===== src/rtl/peripheral_register_file.sv =====
// peripheral_register_file: word-addressed register map for display, seven-segment and LED control plus switch/button status.
// Defining PERIPH_IRQ_EN adds the IRQ_MASK register at 0x7 and a registered press interrupt.
module peripheral_register_file #(
    parameter int ADDR_W = 4,
    parameter int DATA_W = 16
) (
    input  logic              clock_100mhz,
    input  logic              reset_n,
    input  logic              req_valid,
    output logic              req_ready,
    input  logic              req_write,
    input  logic [ADDR_W-1:0] req_addr,
    input  logic [DATA_W-1:0] req_wdata,
    output logic              resp_valid,
    input  logic              resp_ready,
    output logic [DATA_W-1:0] resp_rdata,
    output logic [2:0]        display_control,
    output logic [31:0]       sevenseg_data,
    output logic [15:0]       mono_led_data,
    input  logic [15:0]       switch_state,
    input  logic [4:0]        button_state,
    output logic              irq
);
    typedef enum logic {IDLE, RESP} state_t;
    state_t state, state_next;
    logic accept, wr, rd;
    logic [DATA_W-1:0] seg_lo, rdata;
    logic [4:0] btn_prev, pressed, clr;
`ifdef PERIPH_IRQ_EN
    logic [4:0] mask;
`endif

    always_ff @(posedge clock_100mhz or negedge reset_n)
        if (!reset_n) state <= IDLE;
        else state <= state_next;

    always_comb begin
        state_next = state;
        req_ready = 1'b0;
        resp_valid = 1'b0;
        if (state == IDLE) begin
            req_ready = reset_n;
            state_next = req_valid ? RESP : IDLE;
        end else begin
            resp_valid = 1'b1;
            state_next = resp_ready ? IDLE : RESP;
        end
    end

    assign accept = req_valid & req_ready;
    assign wr = accept & req_write;
    assign rd = accept & ~req_write;
    // A PRESSED read clears every flag; a write clears only the bits written 1.
    assign clr = (rd && req_addr == ADDR_W'(6)) ? 5'h1f :
                 (wr && req_addr == ADDR_W'(6)) ? req_wdata[4:0] : 5'h00;

    always_comb begin
        rdata = '0;
        case (req_addr)
            ADDR_W'(0): rdata = DATA_W'(display_control);
            ADDR_W'(1): rdata = seg_lo;
            ADDR_W'(2): rdata = sevenseg_data[31:16];
            ADDR_W'(3): rdata = mono_led_data;
            ADDR_W'(4): rdata = switch_state;
            ADDR_W'(5): rdata = DATA_W'(button_state);
            ADDR_W'(6): rdata = DATA_W'(pressed);
`ifdef PERIPH_IRQ_EN
            ADDR_W'(7): rdata = DATA_W'(mask);
`endif
            default:    rdata = '0;
        endcase
    end

    always_ff @(posedge clock_100mhz or negedge reset_n) begin
        if (!reset_n) begin
            display_control <= '0;
            sevenseg_data <= '0;
            mono_led_data <= '0;
            seg_lo <= '0;
            resp_rdata <= '0;
            pressed <= '0;
            btn_prev <= '1;
        end else begin
            btn_prev <= button_state;
            pressed <= (pressed & ~clr) | (button_state & ~btn_prev);
            if (accept) resp_rdata <= req_write ? '0 : rdata;
            if (wr && req_addr == ADDR_W'(0)) display_control <= req_wdata[2:0];
            if (wr && req_addr == ADDR_W'(1)) seg_lo <= req_wdata;
            if (wr && req_addr == ADDR_W'(2)) sevenseg_data <= {req_wdata, seg_lo};
            if (wr && req_addr == ADDR_W'(3)) mono_led_data <= req_wdata;
        end
    end

`ifdef PERIPH_IRQ_EN
    always_ff @(posedge clock_100mhz or negedge reset_n) begin
        if (!reset_n) begin
            mask <= '0;
            irq <= 1'b0;
        end else begin
            if (wr && req_addr == ADDR_W'(7)) mask <= req_wdata[4:0];
            irq <= |(pressed & mask);
        end
    end
`else
    assign irq = 1'b0;
`endif
endmodule


===== config.mk =====
export PLATFORM = sky130hd
export DESIGN_NAME = peripheral_register_file
export DESIGN_NICKNAME = d
export VERILOG_FILES = /design/src/rtl/peripheral_register_file.sv
export SDC_FILE = /design/constraint.sdc
export NUM_CORES = 1
export LEC_CHECK = 0
export ABC_AREA = 1
export ABC_CLOCK_PERIOD_IN_PS = 2090
export BUFFER_PORTS_ARGS = -buffer_cell sky130_fd_sc_hd__buf_2
export CAP_MARGIN = 20
export CELL_PAD_IN_SITES_DETAIL_PLACEMENT = 0
export CELL_PAD_IN_SITES_GLOBAL_PLACEMENT = 1
export CORE_MARGIN = 5
export CORE_UTILIZATION = 41
export CTS_CLUSTER_DIAMETER = 50
export DETAILED_ROUTE_END_ITERATION = 16
export GPL_ROUTABILITY_DRIVEN = 1
export MAX_ROUTING_LAYER = met4
export PLACE_DENSITY = 0.88
export SYNTH_ARGS = -nofsm -noshare
export SYNTH_HDL_FRONTEND = slang
export SYNTH_SLANG_ARGS = --single-unit

===== constraint.sdc =====
create_clock -name clock_100mhz -period 2.09 [get_ports clock_100mhz]
set_input_delay 0.209 -clock clock_100mhz [delete_from_list [all_inputs] [get_ports clock_100mhz]]
set_output_delay 0.209 -clock clock_100mhz [all_outputs]
set_load 0.05 [all_outputs]

==> results_dict.tcl <==
set metrics [dict create \
    grt_util_all_layers 0.208 \
    drt-vias-per-instance 5.02 \
    finalNetCount 666 \
    cp_max_fo 19 \
    rsz0062_at_grt "false" \
    grt_max_degree 67 \
    crit_required_ps 2380 \
    period_minus_slack_ps 1750 \
    dp_hpwl_mm 9.32 \
    drive_above_1_share 0.254 \
    port_buffers 114 \
    synth_top_area_share 0.529 \
    synth-seq-cells 94 \
    place_area_um2 4920 \
    tns_ps 0 \
    die_area_um2 12400 \
    rows 37 \
    initial_core_util 0.414 \
    avgSynthCellArea_um2 8.38 \
    final_area_um2 5230 \
    clock-sinks 94 \
    hold_violations 0 \
    relSlewSlack 0.459 \
    gr-total-overflow 0 \
    synth.top_cells.by_area "dfrtp_1, nand2_1, nand3_1" \
    p_total_w 0.00430 \
    final_antenna_net_count 0 \
    status "finished clean" \
    syn2layout_area_growth_pct 24.0 \
    worstSetupStartpointType "input pin" \
    yosysMostFrequentCell "nand2_1" \
    hold_path.class "input pin to flip-flop" \
    setup_viol 0 \
    clk_pin_slew_worst_paths_ps 80 \
    r2r_cells 6 \
    synth_edf_count 0 \
    clock_latency_ps 360 \
    synth_area_um2 4210 \
    p_leak_nw 2.83 \
    fmax_mhz 571 \
    async_reset_ff_frac 1.00 \
    grt_pass1_wl_mm 20.0 \
    yosysWarnings 0 \
    cts_resized 0 \
    antenna_found_initial 0 \
    die_x_um 111 \
    peakVddDrop_uv 412 \
    cp.arrival_ps 2040 \
    grt_pass1_vias 3745 \
    cts_buffers 9 \
    routabilityCongestion 0.892 \
    hold_ws_ps 53.3 \
    multi_input_area_um2 1540 \
    die_h_um 111 \
    worst_clock_skew_ps 10.7 \
    remaining_drc_errors 0 \
    synthTopCellsByCount "nand2_1, dfrtp_1, nand3_1" \
    critPathLaunch "reset_n" \
    wl_per_cell_um 16.3 \
    seq_area_frac_synth 0.560 \
    tightest_slew_ps 811 \
    wl_mm 12.4 \
    h-tree-depth 3 \
    synth_ff_type "dfrtp_1" \
    drtPass1Iterations 5 \
    worstSetupEndpointType "flip-flop" \
    yosysTopAreaCell "dfrtp_1" \
    endpoint "resp_rdata[7]$_DFFE_PN0N_" \
    r2r_setup_slack_ps 440 \
    maxCapViolCount 0 \
    criticalPathCategory "input pin to flip-flop" \
    antenna_cells 0 \
    power_density_nw_per_um2 823 \
    dr_total_vias 3824 \
    regToRegStartpoint "state$_DFF_PN0_" \
    netlist_instances 503 \
    coreArea_um2 10200 \
    n_fill_cell 1016 \
    cts_tree "done" \
    fin_crit_sh 0.837 \
    io-pin-count 116 \
    ff_latch_area_um2 2360 \
    first_iter_violations 261 \
    clk_path_buf_depth 2 \
    syn_nets 549 \
    whs_path_depth 2 \
    synth_cell_type_count 22 \
    final-max-slew-violation-count 0 \
    holdCritStartpoint "resp_ready" \
    timing.rr.end "resp_rdata[7]$_DFFE_PN0N_" \
    ctsRootBufferMaster "clkbuf_8" \
]
layer usage:
metal	wire length (um)	track usage	share of wire	up-vias
met5	0	-	0	-
met4	206	0.0714	0.017	0
li1	-	-	-	1865
met3	692	0.0277	0.056	15
met1	5820	0.302	0.47	1814
met2	5650	0.302	0.46	130
stage by stage:
| step | cells | worst slack [ps] | util |
|---|---|---|---|
| after detailed placement | 739 | 480 | 0.483 |
| final | 761 | 340 | 0.513 |
| after CTS | 761 | 379 | 0.513 |
| after global routing | 761 | 209 | 0.513 |
| after global placement | 739 | 513 | 0.483 |
| after floorplan | 503 | 62.7 | - |
repair_timing:
item	CTS	global route
hold endpoints to repair	29	0
hold buffers	6	0
setup buffers	0	0
where the power goes:
group	internal, W	switching [W]	total, W
combinational	0.000189	0.000601	0.000791
sequential	0.00195	0.000106	0.00205
clock	0.000830	0.000630	0.00146
cells in the final DEF (no fill, tap or decap), drive strengths merged:
cell	instances
conb	1
nand3	65
bufinv	3
inv	46
clkbuf	11
nor3	2
dfrtp	89
and2	1
o21ai	93
o211ai	5
a21oi	3
dfstp	5
nor2	21
nand2	142
dlygate4sd3	6
clkinvlp	1
buf	128
clkinv	2
o21bai	1
layout make-up:
cell class	count	share of cell area
well taps	136	0.0326
clock buffers	11	0.0271
flip-flops and latches	94	0.451
repair buffers	134	0.141
clock inverters	5	0.0203
multi-input cells	334	0.294
inverters	47	0.0338
flip-flops by register name, summed over array words and instances (netlist names):
name / flops
display_control: 3
btn_prev: 5
sevenseg_data: 32
seg_lo: 16
mono_led_data: 16
state: 1
resp_rdata: 16
pressed: 5
how the worst min path moves through the flow:
| stage | end | slack [ps] |
|---|---|---|
| after detailed placement | display_control[2]$_DFFE_PN0P_ | 270 |
| after CTS | state$_DFF_PN0_ | 40 |
| after global placement | pressed[2]$_DFF_PN0_ | 270 |
| final | state$_DFF_PN0_ | 50 |
| after floorplan | display_control[0]$_DFFE_PN0P_ | -90 |
| after global routing | state$_DFF_PN0_ | 50 |
critical path, cell delays in order:
cell and delay [ps]:
dlygate4sd3_1 520, buf_4 120, inv_1 40, nor2_2 80, nand2_1 90, buf_4 210
nor3_4 470, o21ai_0 200, nand2_1 90
kinds of logic (layout without fill, tap and decap cells):
logic type / Yosys count / after routing / share of synthesized area
AND/OR/NAND/NOR: 231 / 231 / 0.239
flip-flops: 94 / 94 / 0.560
other: 1 / 1 / 0.000890
buffers and inverters: 75 / 197 / 0.0760
AO/OA/AOI/OAI: 102 / 102 / 0.125
Power figures use the tool's default switching activity.
